$ cat src/rtl/ps2_status_arbiter.sv
// ps2_status_arbiter
// Shares BRAM Port A between CPU_Control and the PS2 key-status mirror.
// Status changes are coalesced and written to STATUS_ADDR as {seq, snap},
// stealing single memory cycles from the CPU through cpu_stall. A starvation
// counter forces the steal once a pending update has yielded STARVE_LIMIT cycles.
// Optional feature macro: STATUS_WRITE_PROTECT_EN (CPU writes to STATUS_ADDR
// are suppressed so the status word is read-only to software).
module ps2_status_arbiter #(
  parameter logic [15:0] STATUS_ADDR  = 16'h03F0,
  parameter int          STARVE_LIMIT = 8,
  parameter int          SEQ_W        = 10
) (
  input  logic        CLOCK_50,
  input  logic        KEY0,
  input  logic [5:0]  key_status,
  input  logic        cpu_mem_req,
  input  logic [15:0] cpu_addr,
  input  logic        cpu_we,
  input  logic [15:0] cpu_din,
  output logic [15:0] mem_addr,
  output logic        mem_we,
  output logic [15:0] mem_din,
  output logic        cpu_stall,
  output logic        upd_pending
);

  localparam int STARVE_W = (STARVE_LIMIT > 2) ? $clog2(STARVE_LIMIT) : 1;
  localparam logic [STARVE_W-1:0] STARVE_MAX = STARVE_W'(STARVE_LIMIT - 1);

  typedef enum logic [2:0] {
    ST_INIT    = 3'd0,
    ST_IDLE    = 3'd1,
    ST_PEND    = 3'd2,
    ST_WRITE   = 3'd3,
    ST_RECOVER = 3'd4
  } state_t;

  state_t              r_state;
  logic [5:0]          r_last_written;
  logic [5:0]          r_snap;
  logic [SEQ_W-1:0]    r_seq;
  logic [STARVE_W-1:0] r_starve;
  // Output flags are registered together with the state so they never glitch.
  logic                r_steal;
  logic                r_stall;
  logic                r_pending;

  logic                w_key_changed;
  logic                w_pass_we;
  logic [15:0]         w_mem_addr;
  logic                w_mem_we;
  logic [15:0]         w_mem_din;

  assign w_key_changed = (key_status != r_last_written);

  // Arbitration FSM: tracks pending updates, starvation and the two stall cycles.
  always_ff @(posedge CLOCK_50 or negedge KEY0) begin
    if (!KEY0) begin
      r_state        <= ST_INIT;
      r_last_written <= 6'd0;
      r_snap         <= 6'd0;
      r_seq          <= '0;
      r_starve       <= '0;
      r_steal        <= 1'b0;
      r_stall        <= 1'b0;
      r_pending      <= 1'b0;
    end else begin
      case (r_state)
        ST_INIT: begin
          // Unconditionally initialise the status word after reset.
          r_snap    <= key_status;
          r_state   <= ST_WRITE;
          r_steal   <= 1'b1;
          r_stall   <= 1'b1;
          r_pending <= 1'b1;
        end
        ST_IDLE: begin
          if (w_key_changed) begin
            r_snap    <= key_status;
            r_state   <= ST_PEND;
            r_pending <= 1'b1;
          end else begin
            r_state   <= ST_IDLE;
          end
        end
        ST_PEND: begin
          // Coalesce: always carry the newest value into the write.
          if (key_status != r_snap) begin
            r_snap <= key_status;
          end else begin
            r_snap <= r_snap;
          end
          if (!cpu_mem_req || (r_starve == STARVE_MAX)) begin
            r_state   <= ST_WRITE;
            r_steal   <= 1'b1;
            r_stall   <= 1'b1;
            r_pending <= 1'b1;
          end else begin
            r_starve  <= r_starve + STARVE_W'(1);
          end
        end
        ST_WRITE: begin
          r_last_written <= r_snap;
          r_seq          <= r_seq + SEQ_W'(1);
          r_starve       <= '0;
          r_state        <= ST_RECOVER;
          r_steal        <= 1'b0;
          r_stall        <= 1'b1;
          r_pending      <= 1'b0;
        end
        ST_RECOVER: begin
          // A change that arrived during WRITE is picked up here.
          r_stall <= 1'b0;
          if (w_key_changed) begin
            r_snap    <= key_status;
            r_state   <= ST_PEND;
            r_pending <= 1'b1;
          end else begin
            r_state   <= ST_IDLE;
            r_pending <= 1'b0;
          end
        end
        default: begin
          r_state   <= ST_INIT;
          r_steal   <= 1'b0;
          r_stall   <= 1'b0;
          r_pending <= 1'b0;
        end
      endcase
    end
  end

  // Port A mux: status write during a steal, CPU passthrough otherwise.
  always_comb begin
    w_pass_we  = cpu_we;
`ifdef STATUS_WRITE_PROTECT_EN
    if (cpu_addr == STATUS_ADDR) begin
      w_pass_we = 1'b0;
    end else begin
      w_pass_we = cpu_we;
    end
`endif
    w_mem_addr = cpu_addr;
    w_mem_we   = w_pass_we;
    w_mem_din  = cpu_din;
    if (r_steal) begin
      w_mem_addr = STATUS_ADDR;
      w_mem_we   = 1'b1;
      w_mem_din  = {r_seq, r_snap};
    end else begin
      w_mem_addr = cpu_addr;
      w_mem_we   = w_pass_we;
      w_mem_din  = cpu_din;
    end
  end

  assign mem_addr    = w_mem_addr;
  assign mem_we      = w_mem_we;
  assign mem_din     = w_mem_din;
  assign cpu_stall   = r_stall;
  assign upd_pending = r_pending;

endmodule

$ cat config.mk
export PLATFORM = sky130hd
export DESIGN_NAME = ps2_status_arbiter
export DESIGN_NICKNAME = d
export VERILOG_FILES = /design/src/rtl/ps2_status_arbiter.sv
export SDC_FILE = /design/constraint.sdc
export NUM_CORES = 1
export LEC_CHECK = 0
export ABC_AREA = 0
export CAP_MARGIN = 20
export CORE_UTILIZATION = 46
export DETAILED_ROUTE_END_ITERATION = 12
export PLACE_DENSITY = 0.95
export SLEW_MARGIN = 10
export SYNTH_ARGS = -nofsm -noshare
export SYNTH_HDL_FRONTEND = slang
export SYNTH_SLANG_ARGS = --single-unit
$ cat constraint.sdc
create_clock -name CLOCK_50 -period 3.9 [get_ports CLOCK_50]
set_clock_uncertainty 0.15 [all_clocks]
set_input_delay 0.78 -clock CLOCK_50 [delete_from_list [all_inputs] [get_ports CLOCK_50]]
set_output_delay 0.78 -clock CLOCK_50 [all_outputs]
set_load 0.005 [all_outputs]
Yosys cells after proc, flatten, opt, wreduce, memory -nomap -nowiden
Cells that the tools add are included.
- input port bits: 42
- word-level logic and storage cells: 53
- output and inout bits: 35
- register bits: 31
- reductions and logical operators: 12
- bitwise logic cells: 2
- eq/ne operators: 12
- $add $sub $neg: 2
- multiplexer cells: 17
- operator list (kind ; number):
    $mux 16 ; 2
    $pmux 6 s3 ; 1
    $mux 6 ; 2
    $ne 6x6->1 ; 2
    $pmux 3 s4 ; 1
    $add 10x1->10 const B ; 1
    $ne 2x2->1 const B ; 4
    $reduce_and 2->1 ; 4
    $eq 3x2->1 const B ; 2
    $eq 3x3->1 const B ; 2
    $mux 3 ; 2
    $pmux 1 s3 ; 2
    $pmux 3 s2 ; 1
    $mux 1 ; 4
    $pmux 1 s4 ; 1
    $reduce_or 2->1 ; 2
    $add 3x1->3 const B ; 1
    $eq 3x1->1 const B ; 1
    $logic_not 3->1 ; 1
    $reduce_and 3->1 ; 1
    $reduce_bool 3->1 ; 1
    $mux 2 ; 1
    $ne 2x1->1 const B ; 1
    $not 1->1 ; 2
    other kinds (3) ; 3

Depth between registers and ports, before layout
Gate-level depths: netlist of the first run.
- depth after elaboration: 4
- gate-level depth with buffers: 7

Least setup slack after synthesis of the first run
Ideal clock, no wire load.
- path kind: reg-to-output
- start point: register r_steal
- end point: output mem_din[13]
- buffers on the path: 2
- slack: 1728 ps
- cell stages (with the launch flop): 4
- arrival time: 1242 ps
- path through: dfrtp_1 clkbuf_1 clkbuf_1 mux2_2
- cells in the longest elaborated chain, start to end: 1
- RTL lines (what ; RTL line ; source):
    start, declared ; 44 ; logic r_steal;
    start signal, assigned ; 64 ; r_steal <= 1'b0;
    start signal, assigned ; 73 ; r_steal <= 1'b1;
    start signal, assigned ; 95 ; r_steal <= 1'b1;
    $mux 16 ; 146 ; if (r_steal) begin
    end, declared ; 22 ; output logic [15:0] mem_din,
No other way between the ends.

Worst setup path in the final report of the first run
- start point: input cpu_din[0]
- end point: output mem_din[0]
- cells in the longest elaborated chain, start to end: 1
- RTL lines (what ; RTL line ; source):
    start, declared ; 19 ; input logic [15:0] cpu_din,
    $mux 16 ; 146 ;
No other way between the ends.

==> results of run 1 <==
==> state kept, by name, indices dropped and copies added (netlist names) <==
register and count:
r_seq 10, r_last_written 6, r_snap 6, r_starve 3, r_state 3, cpu_stall 1, r_steal 1, upd_pending 1
==> layout make-up <==
cell class	instances	area [um2]	share of cell area
Multi-Input combinational cell	138	1030	0.372
Sequential cell	31	776	0.280
Timing Repair Buffer	78	776	0.280
Clock buffer	6	82.6	0.0298
Tap cell	48	60.1	0.0217
Clock inverter	2	35.0	0.0126
Inverter	3	11.3	0.00407
==> stage by stage <==
step / hold WS, ns / cells / utilization
finish: 0.310 / 306 / 0.735
global route: 0.350 / 306 / 0.735
CTS: 0.319 / 306 / 0.735
detailed placement: 0.303 / 298 / 0.703
global placement: 0.309 / 298 / 0.703
floorplan: 0.286 / 182 / -
==> power breakdown <==
part           switching (uW)  leakage (uW)  total, uW  internal [uW]
Sequential                179      0.000386        633            453
Combinational             402      0.000767       1020            620
Clock                     124     0.0000612        330            206
==> kinds of logic (layout without fill, tap and decap cells) <==
kind of cell	after synthesis	count (layout)
compound gates	15	15
flops	31	31
xor+xnor	22	22
mux	23	23
fa+ha+maj	3	3
buf+inv	13	89
simple gates	75	75
==> cells in the final DEF (no fill, tap or decap), types with 2 or more instances in the layout <==
cell type and count:
and3_4 2, nor2b_1 13, a21oi_1 2, clkdlybuf4s50_1 76, nor2_1 6, clkbuf_8 6, nor2_2 2, nand4_1 5
o21ai_0 5, ha_1 3, xor2_1 10, mux2_2 16, buf_4 2, xnor2_1 12, nand3_1 8, dfrtp_1 31
or2_2 7, inv_1 2, nand2_1 28, mux2_4 6
==> final timing paths <==
path	startpoint	to	slack, ns	cells after the start
worst max-delay path	cpu_din[0]	mem_din[0]	1.06	3
worst min-delay path	r_seq[9]$_DFFE_PN0P_	r_seq[9]$_DFFE_PN0P_	0.31	1
worst max register to register	r_state[1]$_DFFE_PN0P_	r_snap[4]$_DFFE_PN0P_	1.77	5
worst min register to register	r_seq[9]$_DFFE_PN0P_	r_seq[9]$_DFFE_PN0P_	0.31	1
max in group asynchronous	KEY0	r_seq[5]$_DFFE_PN0P_	2.59	2
min in group asynchronous	KEY0	r_snap[0]$_DFFE_PN0P_	0.73	2
==> routing by layer <==
| metal | track usage | vias up | wire (um) |
|---|---|---|---|
| met5 | 0 | - | 0 |
| met4 | 0.0870 | 0 | 62 |
| met3 | 0.0747 | 7 | 371 |
| met2 | 0.347 | 71 | 2120 |
| met1 | 0.244 | 753 | 1650 |
| li1 | - | 762 | - |
==> worst reg2reg max path, delay by kind of cell, from the launching register on <==
family	cells	cell delay (ns)
flops	1	0.61
simple gates	2	0.55
compound gates	2	0.40
mux	1	0.31
==> out/metrics.cfg, run 1 <==
[status]
outcome=finished, final reports clean

[yosys]
post-synth-top-area-cell=dfrtp_1
synth.avg_cell_area_um2=10.3
syn_inst=182
fraction_of_registers_with_async_set_or_reset_after_synthesis=1.00
synth_common_cells=dfrtp_1, nand2_1, mux2_2
synth_edf_count=0
yosysSeqAreaShare=0.416
share_of_cell_area_taken_by_muxes_after_synthesis=0.150
synth-warning-count=0
netlist.area_leader.share=0.416
ys_top_cells_by_area=dfrtp_1, mux2_2, nand2_1
synth_xor_xnor_area_share=0.103
synth_cell_type_count=34
synth_top_family_by_area=simple AND/OR/NAND/NOR gates
post-synth-top-count-cell=dfrtp_1
synthFlopType=dfrtp_1
postSynthNetCount=227
synth.ff_latch_count=31
yosys.area_share.simple=0.221
synth-adder-area-share=0.0201
synth_compound_area_frac=0.0576
syn-cell-area_um2=1870

[clock_tree]
cts_hold_buffers=0
clk_path_buf_depth=2
clock_sinks=31
cts_made_buffers=5
insertion_delay_ns=0.29
cts-resized-gates=0
clkSlewWorstSetupHoldPaths_ns=0.07
htreeDepth=2
clockRootBuffer=clkbuf_8
post_cts_buffers=0
tritoncts=yes

[power]
max_rail_drop_vdd_mv=0.479
cellLeakagePower_uw=0.00121
pwr_density_cell_nw_per_um2=716
report.power.total_uw=1980

[timing]
max_freq_ghz=0.353
hold_violations=0
timing.final.setup_violations=0
period_share=0.727
worst_setup_margin_ns=1.06
worst_slew_margin_relative_to_its_limit=0.657
max_slew_vio_count=0
grt_setup_unrepaired=false
worst_pin_slew_ns=0.514
timing.setup.tns_ns=0
min_period_ns=2.84

[routing]
drt_iter0_drc=36
drcViolationCount=0
ant_nets=0
post_drt_wl_per_cell_um=13.7
tritonroute_pass_1_iters=4
finalWirelength_um=4200
avgViaCountPerCell=5.21
num_vias=1593

[cells_and_area]
post_route_cells_drive_above_1_share=0.190
antenna_cells=0
syn2layout_area_growth_pct=48.4
design.final.nets=302
n_fill_cell=263
design_area_um2=2770

[critical_path]
timing.critical_path.fanout_max=1
crit_family=buffers and inverters
critical-path-max-stage-delay_ns=0.45
path_class=input port to primary output
timing.critical_path.buf_inv=2
endpoint_kind=primary output
worst_path_max_delay_cell=clkdlybuf4s50_1
cp_data_required_time_ns=2.97
path_cells=clkdlybuf4s50_1 -> mux2_2 -> clkdlybuf4s50_1
arrival_ns=1.91
setup.worst_path.start_class=input port
path_common_cell=clkdlybuf4s50_1

[floorplan]
die_x_um=65.7
design.portCount=77
core_um2=3770
die_h_um=65.7
floorplan.initialDensity=0.495
fp.dieArea_um2=4320
rows=22

[worst_hold_path]
hold_path.class=flop to flop

[placement]
port_buffers=76
globalplace.congestion=0.764
detailedPlace.worstSlack_ns=1.07
dpl_hpwl_um=3010
placement.cell_area_um2=2650

[grt]
grt_resource_usage_total=0.210
gr-total-overflow=0
first_global_vias=1474
grt_first_pass_wirelength_um=6760
antenna_found_initial=0
grt_max_degree=34

[run]
timing.max_cap.violations=0

Note: power is estimated with default switching activity, not from simulation.
==> inputs of run 2 (changes only) <==
- CORE_UTILIZATION: 46 -> 43
- PLACE_DENSITY: 0.95 -> 0.91
- clock period: 3.9 -> 2.7 ns (I/O delays scaled with it)
==> run 2 against run 1 <==
Setup slack lost 0.79 ns. Final area rose by 0.36%. Sequential share of layout area fell by 0.10 points. Sequential power grew 42%. Non-clock buffer count is 1 higher. Combinational power up 48%. Global-route usage shrank 0.26 points. Flip-flop and latch count unchanged. Critical path depth unchanged. Register-to-register slack lost 1.2 ns. Via count grew 0.69%. Critical path type is now flop to primary output. Critical endpoint is now mem_din[9].
==> out/metrics.cfg, run 2 (synthesis gave the netlist of run 1 again) <==
[floorplan]
rows=23
floorplan.initialDensity=0.457
die_h_um=67.9
design.portCount=77
fp.dieArea_um2=4610
core_um2=4090
die_x_um=67.9

[power]
cellLeakagePower_uw=0.00122
clock_power_share=0.164
share_seq_of_total_power=0.313
power.share.combinational=0.522
netSwitchingPower_uw=1020
internal-power_uw=1860
report.power.total_uw=2880
pwr_density_cell_nw_per_um2=1040
max_rail_drop_vdd_mv=0.733
power_switching_share=0.354

[placement]
dpl_hpwl_um=3190
port_buffers=76
detailedPlace.worstSlack_ns=0.266
globalplace.congestion=0.798

[timing]
worst_pin_slew_ns=0.507
grt_setup_unrepaired=false
hold_violations=0
worst_slew_margin_relative_to_its_limit=0.662
timing.setup.tns_ns=0
worst_setup_margin_ns=0.278
timing.final.setup_violations=0
max_slew_vio_count=0
max_freq_ghz=0.413
period_share=0.897
min_period_ns=2.42

[cells_and_area]
post_route_cells_drive_above_1_share=0.193
largest-register=r_seq
n_fill_cell=336
leading_registers_by_flop_count=r_seq (10), r_last_written (6), r_snap (6)
number_of_flip_flops_under_the_largest_register_name=10
design.final.nets=303
syn2layout_area_growth_pct=48.9
mostFrequentLayoutCell=clkdlybuf4s50_1
layout.cells.most_common_list=clkdlybuf4s50_1, dfrtp_1, nand2_1
antenna_cells=0

[critical_path]
endpoint_kind=primary output
cp_data_required_time_ns=2.01
ff2ff_setup_slack_ns=0.59
timing.critical_path.fanout_max=16
setup.worst_path.start_class=flop
arrival_ns=1.73
path_class=flop to primary output

[run]
timing.max_cap.violations=0

[routing]
drcViolationCount=0
post_drt_wl_per_cell_um=13.9
drt_iter0_drc=33
avgViaCountPerCell=5.19
ant_nets=0
finalWirelength_um=4280
num_vias=1604
tritonroute_pass_1_iters=4

[clock_tree]
cts-resized-gates=0
cts_hold_buffers=0
tritoncts=yes
post_cts_buffers=0
clkSlewWorstSetupHoldPaths_ns=0.07
cts_made_buffers=5
insertion_delay_ns=0.29
clock_sinks=31
clk_path_buf_depth=2
htreeDepth=2
clockRootBuffer=clkbuf_8

[worst_hold_path]
hold_path.class=flop to flop

[grt]
gr-total-overflow=0
first_global_vias=1531
antenna_found_initial=0
grt_resource_usage_total=0.207
grt_first_pass_wirelength_um=6920
grt_max_degree=32

[status]
outcome=finished, final reports clean

run 2: cell types whose count changed in the layout (fill, tap and decap cells not counted):
cell	before	now
buf_4	2	3
run 2: stage by stage:
| step | cells | util | area [um2] | hold slack (ns) |
|---|---|---|---|---|
| 2_1_floorplan | 182 | - | 1870 | 0.0944 |
| 5_1_grt | 309 | 0.680 | 2780 | 0.369 |
| 6_report | 309 | 0.680 | 2780 | 0.332 |
| 4_1_cts | 309 | 0.680 | 2780 | 0.331 |
| 3_5_place_dp | 301 | 0.652 | 2660 | 0.322 |
| 3_3_place_gp | 301 | 0.652 | 2660 | 0.318 |
run 2: final cells by class:
cell class	count	area, um2	area share
Inverter	3	11.3	0.00405
Tap cell	50	62.6	0.0225
Clock inverter	2	35.0	0.0126
Multi-Input combinational cell	138	1030	0.370
Clock buffer	6	82.6	0.0297
Timing Repair Buffer	79	783	0.282
Sequential cell	31	776	0.279
run 2: critical path: stages, from the launching register on:
cell and delay [ns]:
dfrtp_1 0.35, buf_4 0.25, mux2_2 0.37, clkdlybuf4s50_1 0.46
run 2: path summary, 6_finish.rpt:
kind / endpoint / start / cells after the start
min in group asynchronous: r_snap[1]$_DFFE_PN0P_ / KEY0 / 2
worst min register to register: r_seq[9]$_DFFE_PN0P_ / r_seq[9]$_DFFE_PN0P_ / 1
worst min-delay path: r_seq[9]$_DFFE_PN0P_ / r_seq[9]$_DFFE_PN0P_ / 1
worst max register to register: r_snap[4]$_DFFE_PN0P_ / r_state[1]$_DFFE_PN0P_ / 5
worst max-delay path: mem_din[9] / r_steal$_DFFE_PN0P_ / 3
max in group asynchronous: r_last_written[5]$_DFFE_PN0P_ / KEY0 / 2
run 2: layer usage:
layer,share of wire,GRT usage,vias to the layer above
met1,0.40,0.244,753
met5,0,0,-
met3,0.095,0.0683,10
met2,0.49,0.345,76
met4,0.020,0.0859,0
li1,-,-,765
run 2: power by group through the flow:
stage	Clock, uW	Combinational, uW	Sequential [uW]
2_1_floorplan	0	994	791
5_1_grt	511	1650	934
3_3_place_gp	0	1450	885
4_1_cts	478	1520	898
3_5_place_dp	0	1500	905
6_report	474	1510	902
